==> src/rtl/robo_executor_if.sv <==
// Command/status bundle between the wall-following controller and the motion executor.
// The controller drives the commands; the executor returns actuator drives and odometry.
interface robo_executor_if #(
    parameter int GRID_W = 4
);
    logic              avancar;
    logic              girar;
    logic              remover;
    logic              motor_esq;
    logic              motor_dir;
    logic              braco;
    logic              ocupado;
    logic              erro;
    logic [GRID_W-1:0] pos_x;
    logic [GRID_W-1:0] pos_y;
    logic [1:0]        direcao;
    logic [15:0]       movimentos;

    modport master (
        output avancar, girar, remover,
        input  motor_esq, motor_dir, braco, ocupado, erro,
        input  pos_x, pos_y, direcao, movimentos
    );

    modport slave (
        input  avancar, girar, remover,
        output motor_esq, motor_dir, braco, ocupado, erro,
        output pos_x, pos_y, direcao, movimentos
    );
endinterface

==> src/rtl/robo_executor.sv <==
// Motion executor: turns one-hot avancar/girar/remover commands into timed actuator
// pulses and keeps grid position, heading and a saturating completed-command count.
module robo_executor #(
    parameter int T_AVANCO  = 8,
    parameter int T_GIRO    = 4,
    parameter int T_REMOCAO = 6,
    parameter int GRID_W    = 4,
    parameter int CNT_W     = 8
) (
    input logic           clock,
    input logic           reset,
    robo_executor_if.slave bus
);

    typedef enum logic [1:0] {
        OCIOSO    = 2'd0,
        AVANCANDO = 2'd1,
        GIRANDO   = 2'd2,
        REMOVENDO = 2'd3
    } estado_t;

    localparam logic [CNT_W-1:0] CARGA_AV  = CNT_W'(T_AVANCO - 1);
    localparam logic [CNT_W-1:0] CARGA_GI  = CNT_W'(T_GIRO - 1);
    localparam logic [CNT_W-1:0] CARGA_REM = CNT_W'(T_REMOCAO - 1);

    estado_t           estado;
    logic [CNT_W-1:0]  cnt;
    logic [2:0]        cmd;
    logic              motor_esq_q;
    logic              motor_dir_q;
    logic              braco_q;
    logic              ocupado_q;
    logic              erro_q;
    logic [GRID_W-1:0] pos_x_q;
    logic [GRID_W-1:0] pos_y_q;
    logic [1:0]        dir_q;
    logic [15:0]       mov_q;

    assign cmd = {bus.avancar, bus.girar, bus.remover};

    always_ff @(posedge clock or negedge reset) begin
        if (!reset) begin
            estado      <= OCIOSO;
            cnt         <= '0;
            motor_esq_q <= 1'b0;
            motor_dir_q <= 1'b0;
            braco_q     <= 1'b0;
            ocupado_q   <= 1'b0;
            erro_q      <= 1'b0;
            pos_x_q     <= '0;
            pos_y_q     <= '0;
            dir_q       <= '0;
            mov_q       <= '0;
        end else begin
            erro_q <= 1'b0;
            case (estado)
                OCIOSO: begin
                    case (cmd)
                        3'b000: ;
                        3'b100: begin
                            estado      <= AVANCANDO;
                            cnt         <= CARGA_AV;
                            motor_esq_q <= 1'b1;
                            motor_dir_q <= 1'b1;
                            ocupado_q   <= 1'b1;
                        end
                        3'b010: begin
                            estado      <= GIRANDO;
                            cnt         <= CARGA_GI;
                            motor_esq_q <= 1'b1;
                            ocupado_q   <= 1'b1;
                        end
                        3'b001: begin
                            estado    <= REMOVENDO;
                            cnt       <= CARGA_REM;
                            braco_q   <= 1'b1;
                            ocupado_q <= 1'b1;
                        end
                        default: erro_q <= 1'b1;
                    endcase
                end
                AVANCANDO, GIRANDO, REMOVENDO: begin
                    if (cnt == '0) begin
                        // Odometry commits on the same edge that drops the actuators.
                        estado      <= OCIOSO;
                        motor_esq_q <= 1'b0;
                        motor_dir_q <= 1'b0;
                        braco_q     <= 1'b0;
                        ocupado_q   <= 1'b0;
                        if (mov_q != '1)
                            mov_q <= mov_q + 16'd1;
                        if (estado == AVANCANDO) begin
                            case (dir_q)
                                2'd0: pos_y_q <= pos_y_q + 1'b1;
                                2'd1: pos_x_q <= pos_x_q + 1'b1;
                                2'd2: pos_y_q <= pos_y_q - 1'b1;
                                default: pos_x_q <= pos_x_q - 1'b1;
                            endcase
                        end else if (estado == GIRANDO) begin
                            dir_q <= dir_q + 2'd1;
                        end
                    end else begin
                        cnt <= cnt - 1'b1;
                    end
                end
                default: begin
                    estado      <= OCIOSO;
                    cnt         <= '0;
                    motor_esq_q <= 1'b0;
                    motor_dir_q <= 1'b0;
                    braco_q     <= 1'b0;
                    ocupado_q   <= 1'b0;
                end
            endcase
        end
    end

    assign bus.motor_esq  = motor_esq_q;
    assign bus.motor_dir  = motor_dir_q;
    assign bus.braco      = braco_q;
    assign bus.ocupado    = ocupado_q;
    assign bus.erro       = erro_q;
    assign bus.pos_x      = pos_x_q;
    assign bus.pos_y      = pos_y_q;
    assign bus.direcao    = dir_q;
    assign bus.movimentos = mov_q;

endmodule

==> src/flat_wrapper.sv <==
// flat-port wrapper written by rule: the top's interface ports become plain ports
module robo_executor_flat 
#(
    parameter int T_AVANCO  = 8,
    parameter int T_GIRO    = 4,
    parameter int T_REMOCAO = 6,
    parameter int GRID_W    = 4,
    parameter int CNT_W     = 8
)
  (clock, reset, bus_avancar, bus_girar, bus_remover, bus_motor_esq, bus_motor_dir, bus_braco, bus_ocupado, bus_erro, bus_pos_x, bus_pos_y, bus_direcao, bus_movimentos);
  robo_executor_if #(.GRID_W(GRID_W)) bus_i ();
  input logic clock;
  input logic reset;
  input wire logic [$bits(bus_i.avancar)-1:0] bus_avancar;
  input wire logic [$bits(bus_i.girar)-1:0] bus_girar;
  input wire logic [$bits(bus_i.remover)-1:0] bus_remover;
  output wire logic [$bits(bus_i.motor_esq)-1:0] bus_motor_esq;
  output wire logic [$bits(bus_i.motor_dir)-1:0] bus_motor_dir;
  output wire logic [$bits(bus_i.braco)-1:0] bus_braco;
  output wire logic [$bits(bus_i.ocupado)-1:0] bus_ocupado;
  output wire logic [$bits(bus_i.erro)-1:0] bus_erro;
  output wire logic [$bits(bus_i.pos_x)-1:0] bus_pos_x;
  output wire logic [$bits(bus_i.pos_y)-1:0] bus_pos_y;
  output wire logic [$bits(bus_i.direcao)-1:0] bus_direcao;
  output wire logic [$bits(bus_i.movimentos)-1:0] bus_movimentos;
  assign bus_i.avancar = bus_avancar;
  assign bus_i.girar = bus_girar;
  assign bus_i.remover = bus_remover;
  assign bus_motor_esq = bus_i.motor_esq;
  assign bus_motor_dir = bus_i.motor_dir;
  assign bus_braco = bus_i.braco;
  assign bus_ocupado = bus_i.ocupado;
  assign bus_erro = bus_i.erro;
  assign bus_pos_x = bus_i.pos_x;
  assign bus_pos_y = bus_i.pos_y;
  assign bus_direcao = bus_i.direcao;
  assign bus_movimentos = bus_i.movimentos;
  robo_executor #(.T_AVANCO(T_AVANCO), .T_GIRO(T_GIRO), .T_REMOCAO(T_REMOCAO), .GRID_W(GRID_W), .CNT_W(CNT_W)) u_core (.clock(clock), .reset(reset), .bus(bus_i));
endmodule
==> config.mk <==
export PLATFORM = sky130hd
export DESIGN_NAME = robo_executor_flat
export DESIGN_NICKNAME = d
export VERILOG_FILES = /design/src/rtl/robo_executor_if.sv /design/src/rtl/robo_executor.sv /design/src/flat_wrapper.sv
export SDC_FILE = /design/constraint.sdc
export NUM_CORES = 1
export LEC_CHECK = 0
export ABC_AREA = 1
export CAP_MARGIN = 20
export CELL_PAD_IN_SITES_DETAIL_PLACEMENT = 1
export CELL_PAD_IN_SITES_GLOBAL_PLACEMENT = 2
export CORE_MARGIN = 3
export CORE_UTILIZATION = 32
export CTS_CLUSTER_SIZE = 28
export DETAILED_ROUTE_END_ITERATION = 12
export HOLD_SLACK_MARGIN = 0.1
export PLACE_DENSITY_LB_ADDON = 0.1
export RECOVER_POWER = 25
export SLEW_MARGIN = 10
export SYNTH_ARGS = -nofsm -noshare
export SYNTH_HDL_FRONTEND = slang
export SYNTH_SLANG_ARGS = --single-unit
==> constraint.sdc <==
create_clock -name clock -period 1.95 [get_ports clock]
set_input_delay 0.39 -clock clock [delete_from_list [all_inputs] [get_ports clock]]
set_output_delay 0.39 -clock clock [all_outputs]
set_load 0.05 [all_outputs]
Word level (Yosys, flattened, before mapping)
Index checks and enable logic that the tools add are counted.
{ "totals": {"in_bits": 5, "mem_count": 0, "output_inout_bits": 31, "latchBits": 0, "ram_bits": 0, "reg_bits": 41, "rom_bits": 0} }
{ "classes": {"reduce_logical": 20, "add_sub_neg": 7, "n_eq_ne": 16, "magnitude_cmp": 0, "n_div": 0, "n_mul": 0, "bitwise_logic": 2, "muxes": 19, "n_shift": 0} }
{ "ops": {"columns": ["op", "count"], "rows": [
  ["8-bit case mux with 3 select lines", 1],
  ["16-bit by 1-bit adder with 16-bit output (second input constant)", 1],
  ["16-bit != test (second input constant)", 1],
  ["4-bit case mux with 2 select lines", 2],
  ["8-bit case mux with 2 select lines", 1],
  ["2-bit AND reduction", 6],
  ["4-bit AND reduction", 3],
  ["2-bit != test (second input constant)", 5],
  ["4-bit by 1-bit adder with 4-bit output (second input constant)", 2],
  ["8-bit logical NOT", 1],
  ["8-bit 2-to-1 mux", 1],
  ["1-bit case mux with 2 select lines", 4],
  ["4-bit by 1-bit subtractor with 4-bit output (second input constant)", 2],
  ["8-bit by 1-bit subtractor with 8-bit output (second input constant)", 1],
  ["1-bit 2-to-1 mux", 7],
  ["2-bit == test (second input constant)", 3],
  ["2-bit case mux with 3 select lines", 1],
  ["3-bit OR reduction", 2],
  ["2-bit by 1-bit == test with 1-bit output (second input constant)", 2],
  ["2-bit logical NOT", 2],
  ["4-bit != test (second input constant)", 1],
  ["2-bit case mux with 2 select lines", 1],
  ["2-bit OR reduction", 2],
  ["4-bit OR reduction", 1],
  ["other kinds (10)", 11]
]} }

Depth between registers and ports, before layout
{ "depth": {"ltp_word": 4, "mapped_depth": 11, "depth_no_buf": 11} }

Worst setup path after synthesis
Ideal clock, no wire load.
{ "synth_path": {"kind": "reg2reg", "start": "register u_core.dir_q[0], in the netlist u_core.bus.direcao[0]", "end": "register u_core.pos_y_q[2], in the netlist u_core.bus.pos_y[2]", "setup_time_ps": 128, "arrival_ps": 1805, "slack_ps": 17, "required_ps": 1822, "stages_incl_launch_ff": 11, "path_cell_list": "dfrtp_1 inv_1 ha_1 nand2_1 inv_1 nor2_1 ha_1 a21oi_1 xnor2_1 nand2_1 o21ai_0"} }
{ "synth_between": {"elab_chain_cells": 3} }
{ "synth_rtl": {"columns": ["element", "line", "source"], "rows": [
  ["start: declaration", "robo_executor.sv:36", "logic [1:0] dir_q;"],
  ["start signal: assignment", "robo_executor.sv:100", "dir_q <= dir_q + 2'd1;"],
  ["2-bit == test or 2-bit logical NOT (tied branches)", "robo_executor.sv:93", "case (dir_q)"],
  ["2-bit nonzero test (no source line)", null, null],
  ["4-bit AND reduction (no source line)", null, null],
  ["end signal: assignment", "robo_executor.sv:94", "2'd0: pos_y_q <= pos_y_q + 1'b1;"],
  ["end signal: assignment", "robo_executor.sv:96", "2'd2: pos_y_q <= pos_y_q - 1'b1;"],
  ["end: declaration", "robo_executor.sv:35", "logic [GRID_W-1:0] pos_y_q;"]
]} }
Several ways; a longest one is shown, not always the timed one.
A chain may end at the register's enable or synchronous reset.

Worst setup path in the final report
{ "layout_path": {"start": "register u_core.ocupado_q, in the netlist u_core.bus.ocupado", "end": "output port bus_ocupado"} }
{ "layout_rtl": {"columns": ["element", "line", "source"], "rows": [
  ["start: declaration", "robo_executor.sv:32", "logic ocupado_q;"],
  ["start signal: assignment", "robo_executor.sv:48", "ocupado_q <= 1'b0;"],
  ["start signal: assignment", "robo_executor.sv:65", "ocupado_q <= 1'b1;"],
  ["start signal: assignment", "robo_executor.sv:71", "ocupado_q <= 1'b1;"],
  ["end: declaration", "flat_wrapper.sv:20", "output wire logic [$bits(bus_i.ocupado)-1:0] bus_ocupado;"]
]} }
No word-level cell between the ends.

==> results.md <==
- Status: complete, no violations
- Seq/Total Area, Yosys: 40.8%
- Vias per inst: 4.48
- XOR/XNOR Fraction of Synth Area: 8.02%
- Clock tree from TritonCTS: done
- Synth warnings: 0
- Nets@finish: 375
- Num rows: 31
- Hold WC Path Type: reg -> reg
- Max Root-Sink Buffers: 2
- Routed len/inst: roughly 13 um
- Fillcell total: 942
- Detailed placer's ending HPWL: 4450 um
- CP max-delay cell: clkdlybuf4s50_1
- Asr flop ratio synth: 100%
- Final setup viols: 0
- Synthesized instance count: 313
- Pre-antenna DRT Iters: 4
- Crit Path Category: reg -> out
- Bufs and invs on worst path: 1
- Multiplexer share of the synthesized area: 0%
- Diodes inserted: 0
- Layout area overhead: 20.6%
- PnR worst setup slack: about 83 ps
- Critical path peak fanout: 2
- Detail Route Antenna Nets: 0
- # IOs: 36
- Crit path time final: 1870 ps
- GRT overflow: 0
- Final hold vios: 0
- Antenna violations before repair: 0
- Placed cell count: 450
- Max IR drop VDD: 0.000702 V
- Fin Setup TNS: 0 ps
- Clk pwr share: 14.3%
- Skew final: between 6 and 7 ps
- Die height: roughly 95 um
- Max_slew headroom: a little under a third
- Static leakage: 1.56 nW
- Library cells used by synthesis: 28
- Reg clk slew, reported paths: around 70 ps
- CP required: roughly 1600 ps
- Post-synth top flop: dfrtp_1
- Sequential share of power: about 33%
- Main combinational cell family by area after synthesis: simple AND/OR/NAND/NOR gates
- Final period utilization: 95.7%
- Largest net degree at the start of global routing: 42
- Synth Area in Adders: 5.78%
- Overall Global Routing Usage: ~14%
- Max-cap violations: 0
- Drt total wl: 5790 um
- Clk_lat worst skew: 290 ps
- Compound-Gate Fraction of Synth Area: 4.38%
- Placed cell area: 2950 um^2
- Number of global-route vias before repair: 2,160
- Final slew viol count: 0
- H-tree depth: 2
- Sw frac: 47.9%
- Fin area: approximately 3000 um^2
- Max Clk Rate: approximately 540 MHz
- Least-Margin Pin Slew: roughly 1000 ps
- Drt drc: 0
- Chip Width: 94.6 um
- CTS Buf Count: 5
- I/O Buffers: 35
- Unrepaired setup endpoints after global routing: false
- Syn nets: about 330
- Postcts setup bufs: 0
- Register bit total from synthesis: 41
- Gpl congestion: 0.749
- CTS Root Cell: clkbuf_8
- First-pass GRT wire length: 10,200 um
- Int Pwr: ~0.0021 W
- Startpoint types: register
- Die area: 8950 um^2
- Share of layout cells above drive strength 1: 18.9%
- Critical Path, Cell by Cell: clkdlybuf4s50_1
- Synthesized area: 2510 um^2
- CTS sink cnt: ~40
- Psw: 0.00189 W
- CP peak stage delay: 810 ps
- Pwr dens: ~1300 nW/um^2
- Worst setup EP type: output pin
- EDFF count, synth: 0
- Final Non-Filler Cells: 458
- DR vias: 2,053
- Place WS: between 100 and 150 ps
- Starting Density: 33.7%
- Synth Area in Simple Gates: 34.8%
- Avg Cell Area, Syn: 8.03 um^2
- WP data arrival: 1480 ps
- Combinational share of power: 53.1%
- Initial drt markers: 56
- Largest delay share family, worst path: buffers and inverters
- Core area: 7450 um^2
layout make-up:
class / instances / area [um^2] / share of cell area (%)
Tap cell: 99 / 124 / 4.09
Sequential cell: 41 / 1030 / 33.9
Inverter: 32 / 125 / 4.13
Multi-Input combinational cell: 238 / 1330 / 43.9
Clock buffer: 7 / 86.3 / 2.85
Timing Repair Buffer: 41 / 338 / 11.2
cell families after synthesis:
kind of cell / Yosys count
buffers and inverters: 34
flip-flops: 41
XOR/XNOR: 23
adder cells (fa/ha/maj): 11
AND/OR/NAND/NOR: 183
AO/OA/AOI/OAI: 21
state kept, by name, indices dropped and copies added (netlist names):
name                   flops
u_core.bus.erro            1
u_core.bus.ocupado         1
u_core.bus.motor_dir       1
u_core.bus.pos_y           4
u_core.cnt                 8
u_core.bus.motor_esq       1
u_core.bus.braco           1
u_core.bus.pos_x           4
u_core.bus.direcao         2
u_core.bus.movimentos     16
u_core.estado              2
placed cells by master, fill, tap and decap left out, types with 4 or more instances in the layout:
cell type	n
a21oi_1	4
buf_4	26
clkbuf_8	6
clkdlybuf4s50_1	11
dfrtp_1	41
ha_1	10
inv_1	27
inv_2	4
nand2_1	101
nand2_2	18
nand3_1	17
nand4_1	6
nor2_1	27
o21ai_0	15
xnor2_1	13
xor2_1	10
power groups by stage:
stage | combinational (W) | sequential [W] | clock [W]
2_1_floorplan | 0.00100 | 0.00181 | 0
3_3_place_gp | 0.00212 | 0.00131 | 0
3_5_place_dp | 0.00213 | 0.00131 | 0
4_1_cts | 0.00215 | 0.00130 | 0.000595
5_1_grt | 0.00235 | 0.00133 | 0.000628
6_report | 0.00210 | 0.00129 | 0.000564
synth_stat cells (6+ instances only):
library cell  count  area (um^2)
nor2_1           27          101
inv_1            27          101
dfrtp_1          41         1030
nand4_1           6         37.5
ha_1             10          125
nand3_1          17         85.1
xor2_1           10         87.6
o21ai_0          15         75.1
xnor2_1          13          114
nand2_1         101          379
nand2_2          18          113
worst paths after layout:
kind	depth (start not counted)	endpoint	slack [ps]	from
max	1	bus_ocupado	80	u_core.bus.ocupado
min	2	u_core.bus.braco	480	u_core.bus.braco
max reg2reg	9	u_core.bus.pos_x[3]	200	u_core.bus.direcao[1]
min reg2reg	2	u_core.bus.braco	480	u_core.bus.braco
max in group asynchronous	3	u_core.cnt[1]	400	reset
min in group asynchronous	3	u_core.bus.movimentos[3]	890	reset
stage by stage:
stage / hold slack, ps / power (W) / utilization (%)
final: 478 / 0.00396 / 40.7
after global routing: 518 / 0.00431 / 40.7
after CTS: 486 / 0.00404 / 40.8
after detailed placement: 388 / 0.00345 / 39.5
after global placement: 387 / 0.00343 / 39.5
after floorplan: 94.4 / 0.00281 / -
repair_timing:
item | in CTS | in global routing
hold endpoints to repair | 41 | 0
endpoints found under the setup margin | 0 | 1
hold buffers | 1 | 0
resized for setup | 0 | 1
routing by layer:
metal / global-route usage, % / part of all wire [%] / vias up
met5: 0 / 0 / -
met1: 19.2 / 49 / 954
met4: 4.69 / 1.4 / 0
met2: 23.3 / 46 / 25
met3: 3.19 / 3.2 / 7
li1: - / - / 1067
(Power assumes the default switching activity.)
